[src/rtl/div_pkg.sv]
// div_pkg: state encoding and default frame pattern shared by the
// fractional M/N divider and its ratio monitor.
package div_pkg;

    typedef enum logic [1:0] {
        IDLE,
        ALIGN,
        TRACK,
        LOCKED
    } state_e;

    localparam int DIV_E = 8;
    localparam int DIV_O = 9;
    localparam int NUM_E = 3;
    localparam int NUM_O = 7;

    localparam int FRAME_LEN = NUM_E * DIV_E + NUM_O * DIV_O;

endpackage

[src/rtl/div_edge_period.sv]
// div_edge_period: rising-edge detect on the divided clock and a
// saturating period counter running in the source-clock domain.
module div_edge_period #(
    parameter int CW      = 8,
    parameter int TIMEOUT = 32
) (
    input  logic          clk_i,
    input  logic          rst_ni,
    input  logic          div_clk_i,
    input  logic          active_i,
    output logic          rise_o,
    output logic [CW-1:0] period_o,
    output logic          period_vld_o,
    output logic          timeout_o
);

    localparam logic [CW-1:0] TO_MAX = CW'(TIMEOUT);
    localparam logic [CW-1:0] TO_M1  = CW'(TIMEOUT - 1);

    logic          div_clk_q;
    logic [CW-1:0] pcnt_q, pcnt_d;
    logic [CW-1:0] period_q, period_d;
    logic          vld_q, vld_d;

    assign rise_o = div_clk_i & ~div_clk_q;

    // A rise on the cycle the count would hit TIMEOUT wins over the stall
    assign timeout_o = active_i & ~rise_o & (pcnt_q == TO_M1);

    always_comb begin
        pcnt_d   = pcnt_q;
        period_d = period_q;
        vld_d    = 1'b0;
        if (rise_o) begin
            pcnt_d = CW'(1);
            if (active_i) begin
                period_d = pcnt_q;
                vld_d    = 1'b1;
            end
        end else if (active_i && pcnt_q != TO_MAX) begin
            pcnt_d = pcnt_q + CW'(1);
        end
    end

    always_ff @(posedge clk_i or negedge rst_ni) begin
        if (!rst_ni) begin
            div_clk_q <= 1'b0;
            pcnt_q    <= '0;
            period_q  <= '0;
            vld_q     <= 1'b0;
        end else begin
            div_clk_q <= div_clk_i;
            pcnt_q    <= pcnt_d;
            period_q  <= period_d;
            vld_q     <= vld_d;
        end
    end

    assign period_o     = period_q;
    assign period_vld_o = vld_q;

endmodule

[src/rtl/div_ratio_monitor.sv]
// div_ratio_monitor: checks the divided clock against the E/O period frame.
// Define DIV_MON_DUTY_CHECK_EN to also check the high time of each period.
module div_ratio_monitor #(
    parameter int DIV_E       = div_pkg::DIV_E,
    parameter int DIV_O       = div_pkg::DIV_O,
    parameter int NUM_E       = div_pkg::NUM_E,
    parameter int NUM_O       = div_pkg::NUM_O,
    parameter int LOCK_FRAMES = 2,
    parameter int TIMEOUT     = 32,
    parameter int CW          = 8
) (
    input  logic          clk_in,
    input  logic          rst,
    input  logic          div_clk,
    output logic          edge_pulse,
    output logic [CW-1:0] period,
    output logic          period_vld,
    output logic          frame_start,
    output logic          locked,
    output logic          err,
    output logic [CW-1:0] err_cnt,
    output logic          stall
);

    import div_pkg::*;

    localparam int NP = NUM_E + NUM_O;
    localparam int IW = $clog2(NP);
    localparam int LW = $clog2(LOCK_FRAMES + 1);

    localparam logic [IW-1:0] LAST   = IW'(NP - 1);
    localparam logic [IW-1:0] IDX_E  = IW'(NUM_E);
    localparam logic [LW-1:0] LOCK_N = LW'(LOCK_FRAMES);
    localparam logic [CW-1:0] PER_E  = CW'(DIV_E);
    localparam logic [CW-1:0] PER_O  = CW'(DIV_O);

    state_e        state_q, state_d;
    logic [IW-1:0] idx_q, idx_d;
    logic [LW-1:0] clean_q, clean_d;
    logic [CW-1:0] ecnt_q, ecnt_d;
    logic          prev_o_q, prev_o_d;
    logic          edge_q, edge_d;
    logic          fs_q, fs_d;
    logic          lock_q, lock_d;
    logic          err_q, err_d;
    logic          stall_q, stall_d;

    logic          rise, pvld, tmo, active, bad;
    logic [CW-1:0] per, exp_per;

    assign active = (state_q != IDLE);

    div_edge_period #(
        .CW      (CW),
        .TIMEOUT (TIMEOUT)
    ) u_edge (
        .clk_i        (clk_in),
        .rst_ni       (rst),
        .div_clk_i    (div_clk),
        .active_i     (active),
        .rise_o       (rise),
        .period_o     (per),
        .period_vld_o (pvld),
        .timeout_o    (tmo)
    );

    assign exp_per = (idx_q < IDX_E) ? PER_E : PER_O;

`ifdef DIV_MON_DUTY_CHECK_EN
    logic [CW-1:0] hcnt_q, hcnt_d, hi_q;

    always_comb begin
        hcnt_d = hcnt_q;
        if (rise) begin
            hcnt_d = CW'(1);
        end else if (div_clk && hcnt_q != '1) begin
            hcnt_d = hcnt_q + CW'(1);
        end
    end

    // hi_q holds the high time of the period reported with period_vld
    always_ff @(posedge clk_in or negedge rst) begin
        if (!rst) begin
            hcnt_q <= '0;
            hi_q   <= '0;
        end else begin
            hcnt_q <= hcnt_d;
            if (rise) begin
                hi_q <= hcnt_q;
            end
        end
    end

    assign bad = (per != exp_per)
               | ((hi_q != (exp_per >> 1))
               &  (hi_q != ((exp_per + CW'(1)) >> 1)));
`else
    assign bad = (per != exp_per);
`endif

    always_comb begin
        state_d  = state_q;
        idx_d    = idx_q;
        clean_d  = clean_q;
        ecnt_d   = ecnt_q;
        prev_o_d = prev_o_q;
        lock_d   = lock_q;
        stall_d  = stall_q;
        edge_d   = rise;
        fs_d     = 1'b0;
        err_d    = 1'b0;
        if (rise) begin
            stall_d = 1'b0;
        end
        unique case (state_q)
            IDLE: begin
                prev_o_d = 1'b0;
                if (rise) begin
                    state_d = ALIGN;
                end
            end
            ALIGN: begin
                if (pvld) begin
                    if (prev_o_q && per == PER_E) begin
                        fs_d    = 1'b1;
                        idx_d   = IW'(1);
                        state_d = TRACK;
                    end
                    prev_o_d = (per == PER_O);
                end
            end
            TRACK, LOCKED: begin
                if (pvld) begin
                    if (bad) begin
                        err_d    = 1'b1;
                        ecnt_d   = (ecnt_q == '1) ? ecnt_q
                                 : ecnt_q + CW'(1);
                        clean_d  = '0;
                        lock_d   = 1'b0;
                        prev_o_d = 1'b0;
                        state_d  = ALIGN;
                    end else if (idx_q == LAST) begin
                        idx_d   = '0;
                        fs_d    = 1'b1;
                        clean_d = (clean_q == LOCK_N) ? clean_q
                                : clean_q + LW'(1);
                        if (clean_d == LOCK_N) begin
                            lock_d  = 1'b1;
                            state_d = LOCKED;
                        end
                    end else begin
                        idx_d = idx_q + IW'(1);
                    end
                end
            end
            default: state_d = IDLE;
        endcase
        if (tmo) begin
            stall_d = 1'b1;
            lock_d  = 1'b0;
            clean_d = '0;
            state_d = IDLE;
        end
    end

    always_ff @(posedge clk_in or negedge rst) begin
        if (!rst) begin
            state_q  <= IDLE;
            idx_q    <= '0;
            clean_q  <= '0;
            ecnt_q   <= '0;
            prev_o_q <= 1'b0;
            edge_q   <= 1'b0;
            fs_q     <= 1'b0;
            lock_q   <= 1'b0;
            err_q    <= 1'b0;
            stall_q  <= 1'b0;
        end else begin
            state_q  <= state_d;
            idx_q    <= idx_d;
            clean_q  <= clean_d;
            ecnt_q   <= ecnt_d;
            prev_o_q <= prev_o_d;
            edge_q   <= edge_d;
            fs_q     <= fs_d;
            lock_q   <= lock_d;
            err_q    <= err_d;
            stall_q  <= stall_d;
        end
    end

    assign edge_pulse  = edge_q;
    assign period      = per;
    assign period_vld  = pvld;
    assign frame_start = fs_q;
    assign locked      = lock_q;
    assign err         = err_q;
    assign err_cnt     = ecnt_q;
    assign stall       = stall_q;

endmodule

[config.mk]
export PLATFORM = sky130hd
export DESIGN_NAME = div_ratio_monitor
export DESIGN_NICKNAME = d
export VERILOG_FILES = /design/src/rtl/div_pkg.sv /design/src/rtl/div_edge_period.sv /design/src/rtl/div_ratio_monitor.sv
export SDC_FILE = /design/constraint.sdc
export NUM_CORES = 1
export LEC_CHECK = 0
export CAP_MARGIN = 15
export CORE_MARGIN = 2
export CORE_UTILIZATION = 57
export CTS_BUF_LIST = sky130_fd_sc_hd__clkbuf_8
export DETAILED_ROUTE_END_ITERATION = 16
export HOLD_SLACK_MARGIN = 0.05
export PLACE_DENSITY = 0.8
export RECOVER_POWER = 50
export SLEW_MARGIN = 20
export SYNTH_ARGS = -nofsm -noshare
export SYNTH_HDL_FRONTEND = slang
export SYNTH_SLANG_ARGS = --single-unit
[constraint.sdc]
create_clock -name clk_in -period 2.35 [get_ports clk_in]
set_input_delay 0.3525 -clock clk_in [delete_from_list [all_inputs] [get_ports clk_in]]
set_output_delay 0.3525 -clock clk_in [all_outputs]
set_load 0.01 [all_outputs]
**After elaboration in Yosys (flattened, before gate mapping)**

Index checks and enable logic that the tools add are counted.

- Flip-flop bits (word level): 40
- Output and inout port bits: 22
- Input port bits: 3
- Logic and storage cells: 114

- Reduce and logical (&&, ||, !) cells: 19
- $add $sub $neg: 4
- Bitwise logic cells: 6
- Equal/unequal tests: 23
- Muxes and demuxes: 47
- Magnitude comparators: 1

Operators by type and width:

| cell | number |
|---|---|
| $mux W2 | 14 |
| $mux W1 | 22 |
| $mux W4 | 5 |
| $add A8 B1 Y8 const B | 2 |
| $eq A8 B4 Y1 const B | 2 |
| $mux W8 | 2 |
| $reduce_bool A2 Y1 | 6 |
| $eq A2 B2 Y1 const B | 4 |
| $eq A8 B5 Y1 const B | 1 |
| $eq A8 B8 Y1 const B | 1 |
| $ne A4 B4 Y1 const B | 2 |
| $ne A8 B4 Y1 | 1 |
| $ne A8 B6 Y1 const B | 1 |
| $pmux W4 S2 | 1 |
| $reduce_and A4 Y1 | 2 |
| $ne A2 B2 Y1 const B | 3 |
| $ne A3 B2 Y1 const B | 2 |
| $ne A3 B3 Y1 const B | 2 |
| $pmux W2 S3 | 1 |
| $reduce_and A3 Y1 | 2 |
| $reduce_and A6 Y1 | 1 |
| $reduce_bool A3 Y1 | 2 |
| $reduce_and A5 Y1 | 1 |
| $add A4 B1 Y4 const B | 1 |
| 13 further kinds | 19 |

**Logic depth before layout (Yosys ltp)**

- Depth in word-level cells: 9
- Gate-level depth with buffers: 6
- Depth with buffers taken out: 6

**By module**

Synthesis repeated with hierarchy kept, for this count alone.

- Cells, all modules: 198
- Area, all modules: 2028.2 sq um

By module, submodules not included:

| module | cells each | sequential area each (sq um) | instances | area an instance (sq um) |
|---|---|---|---|---|
| div_ratio_monitor | 128 | 550.5 | 1 | 1219.9 |
| div_edge_period | 70 | 450.4 | 1 | 808.3 |

**Worst setup path after synthesis**

No wires, ideal clock.

- Path kind: register -> register
- Start point: register idx_q[0]
- End point: register ecnt_q[1], in the netlist err_cnt[1]
- Stages on the path, launching flop included: 6
- Data arrival time: 1.849 ns
- Setup time: 0.128 ns
- Clock period less this slack: 1.976 ns
- Setup slack: 0.374 ns
- Data required time: 2.222 ns
- Path buffers: 0
- Path through: dfrtp_1 ha_1 or4_4 a211oi_4 nor2_2 mux2_1

- Longest elaborated chain between the ends: 4

RTL lines:

| element | line | text |
|---|---|---|
| start: declaration | div_ratio_monitor.sv:38 | `logic [IW-1:0] idx_q, idx_d;` |
| start signal: assignment | div_ratio_monitor.sv:180 | `idx_q <= idx_d;` |
| $lt A4 B2 Y1 | div_ratio_monitor.sv:67 | `assign exp_per = (idx_q < IDX_E) ? PER_E : PER_O;` |
| $mux W1 | div_ratio_monitor.sv:67 |  |
| $ne A8 B4 Y1 | div_ratio_monitor.sv:98 | `assign bad = (per != exp_per);` |
| $reduce_and A4 Y1 (no line) | n/a |  |
| end signal: assignment | div_ratio_monitor.sv:182 | `ecnt_q <= ecnt_d;` |
| end: declaration | div_ratio_monitor.sv:40 | `logic [CW-1:0] ecnt_q, ecnt_d;` |

Every way passes these cells.
A chain may end at the register's enable or synchronous reset.

**Worst setup path in the final report**

Same ends and word-level chain as after synthesis.

==> flow_summary.yaml <==
synthesis:
  synth_cell_type_count: 53
  synth_edf_count: 0
  synth_ff_type: "dfrtp_1"
  synth_area_leader_cell: "dfrtp_1"
  ys_seq_elements: 40
  avgSynthCellArea_um2: 10.6
  synth_area_leaders: "dfrtp_1 49%, xor2_1 5.2%, mux2_2 4.4%, ha_1 3.7%, nor2_1 3.5%"
  syn_inst: 192
  synth-async-reset-ratio_pct: 100
  yosys.area.top_type_share_pct: 49.2
  yosysWarnings: 0
  synth-seq-area-share_pct: 49.2
  synthesis.area_um2: 2030
  syn_nets: 201
layout:
  fill_cells: 238
  num-nets-final: 234
  drive_gt1_share_pct: 12.4
  fin_cells: 272
  syn2layout_area_growth_pct: 19.4
  diodes: 0
floorplanning:
  die_x_um: 63.7
  rows: 21
  pin_count: 25
  start_util_pct: 60.0
  core_area_um2: 3390
  die_y_um: 63.7
  die_area_um2: 4060
pwr:
  irDropWorstVdd_v: 0.000556
  p_leak_nw: 1.13
  clkPwrFrac_pct: 23.4
  p_int_mw: 1.31
  p_per_area_nw_per_um2: 795
  pwr-share-comb_pct: 27.5
  switching_power_mw: 0.618
  power_mw: 1.93
  pwr-share-seq_pct: 49.0
  p_sw_share_pct: 32.0
grt:
  grt_pass1_vias: 1573
  grt_pass1_wl_um: 7330
  grt_max_degree: 41
  antenna_found_initial: 0
  grt_overflow: 0
  track_usage_pct: 23.1
clock_network:
  htreeDepth: 2
  clk-insertion-delay-late_ps: 290
  cts-resized-gates: 0
  max-clock-path-buffers: 2
  cts_sinks: 40
  cts_buffers: 5
  clk_pin_slew_worst_paths_ps: 80
  cts_hold_buf: 0
  cts_setup_buffers: 0
  cts_root_buf: "clkbuf_8"
  tritoncts: "done"
route:
  vias: 1567
  drc: 0
  drt_iter0_markers: 124
  post_drt_wl_per_cell_um: 15.4
  avgViaCountPerCell: 5.76
  ant_nets: 0
  drt-pass1-iter-count: 4
  wirelength_um: 4180
timing:
  fin_crit_ps: 2140
  setup_viol: 0
  drv_slew: 0
  hold-worst-slack_ps: 206
  final_hold_viol_count: 0
  slew_headroom_pct: 35.7
  final.setup.tns_ps: 0
  worst_pin_slew_ps: 964
  skew_ps: 8.45
  fin_crit_sh_pct: 90.9
  max_freq_ghz: 0.468
  rsz0062_at_grt: "no"
  finalWorstSetupSlack_ps: 215
place:
  dp_hpwl_um: 3010
  dp_slack_ps: 240
  dp_cells: 264
  port_buffers: 24
  place.gp.congestion: 0.841
run_status:
  status: "finished clean"
worst_setup_path:
  end_kind: "flop"
  start_kind: "flop"
  path_class: "flop to flop"
  critPathMaxFanout: 13
  critPathArrivalTime_ps: 2300
  crit_required_ps: 2520
min_path:
  hp-class: "input pin to async pin"
run:
  maxCapViolCount: 0
[cell families (layout without fill, tap and decap cells)]
group,Yosys count,count (layout),share of synthesized area (%)
muxes,10,10,5.47
AOI/OAI and AO/OA,33,33,12.2
buffers and inverters,15,49,3.51
DFF,40,40,49.2
adders and majority gates,6,6,3.69
and+or+nand+nor,75,75,20.4
xor gates and xnor gates,13,13,5.60
[final cells by class]
| type | instances | area [um^2] | share of cell area, % |
|---|---|---|---|
| well taps | 46 | 57.6 | 2.37 |
| repair buffers | 30 | 277 | 11.4 |
| flip-flops and latches | 40 | 1000 | 41.2 |
| clock buffers | 6 | 82.6 | 3.40 |
| inverters | 11 | 41.3 | 1.70 |
| clock inverters | 2 | 7.51 | 0.309 |
| multi-input cells | 137 | 962 | 39.6 |
[cells in the mapped netlist, drive strengths merged (2+ instances only)]
| master | n |
|---|---|
| a211oi | 2 |
| a21oi | 6 |
| a31oi | 3 |
| and2 | 3 |
| buf | 2 |
| clkbuf | 2 |
| dfrtp | 40 |
| ha | 6 |
| inv | 10 |
| mux2 | 9 |
| nand2 | 12 |
| nand2b | 5 |
| nand3 | 6 |
| nand3b | 3 |
| nand4 | 5 |
| nor2 | 20 |
| nor3 | 7 |
| nor4 | 4 |
| o21a | 2 |
| o21ai | 6 |
| or4 | 2 |
| xor2 | 12 |
[registers in the layout, summed over array words and instances, names as in the netlist, 2 cells and up]
register / flops
u_edge.period_o: 8
clean_q: 2
idx_q: 4
err_cnt: 8
u_edge.pcnt_q: 8
state_q: 2
[critical path, cell delays in order, from the launching register on]
cell and delay [ps]:
dfrtp_1 440, ha_1 260, or4_4 450, a211oi_4 230, buf_4 220, nor2_2 70
mux2_1 330
[path summary, 6_finish.rpt]
check | start | slack, ps | depth (start not counted) | to
setup / recovery | idx_q[0]$_DFFE_PN0P_ | 210 | 6 | err_cnt[1]$_DFFE_PN0P_
setup reg to reg | idx_q[0]$_DFFE_PN0P_ | 210 | 6 | err_cnt[1]$_DFFE_PN0P_
hold reg to reg | stall$_DFFE_PN0P_ | 480 | 1 | stall$_DFFE_PN0P_
min in group clk_in | stall$_DFFE_PN0P_ | 480 | 1 | stall$_DFFE_PN0P_
max in group asynchronous | rst | 1550 | 1 | err_cnt[7]$_DFFE_PN0P_
hold / removal | rst | 210 | 1 | err_cnt[4]$_DFFE_PN0P_
[power groups by stage]
stage | clock network, mW | logic, mW | registers (mW)
after floorplan | 0 | 0.317 | 0.943
after global placement | 0 | 0.518 | 0.950
after detailed placement | 0 | 0.540 | 0.959
after CTS | 0.468 | 0.541 | 0.948
after global routing | 0.496 | 0.590 | 0.968
final | 0.452 | 0.532 | 0.947
[cells in the final DEF, fill, tap and decap left out, types with 2 or more instances in the layout]
cell	synthesis	routed
nor3_2	2	2
ha_1	6	6
mux2_2	8	8
buf_4	0	5
nand3b_1	3	3
nor2_1	19	19
xor2_1	12	12
nand4_1	5	5
clkdlybuf4s50_1	0	19
o21ai_1	3	3
a21oi_1	6	6
or4_4	2	2
and2_1	2	2
nor3_1	5	5
nand2b_1	5	5
inv_1	10	12
clkbuf_8	0	6
nand2_1	12	12
nand3_1	6	6
o21a_1	2	2
dfrtp_1	40	40
nor4_1	4	4
a31oi_1	3	3
dlygate4sd3_1	0	4
o21ai_0	3	3
[layer usage]
| layer | global-route usage (%) | wire (um) | up-vias |
|---|---|---|---|
| li1 | - | - | 767 |
| met1 | 28.8 | 1790 | 762 |
| met2 | 39.5 | 2170 | 32 |
| met3 | 4.40 | 157 | 6 |
| met4 | 9.24 | 69 | 0 |
| met5 | 0 | 0 | - |
[per-stage QoR]
stage	utilization, %	area (um^2)
6_report	71.7	2430
5_1_grt	71.7	2430
4_1_cts	71.8	2430
3_5_place_dp	69.1	2340
3_3_place_gp	69.1	2340
2_1_floorplan	-	2030
Note: power is estimated with default switching activity, not from simulation.
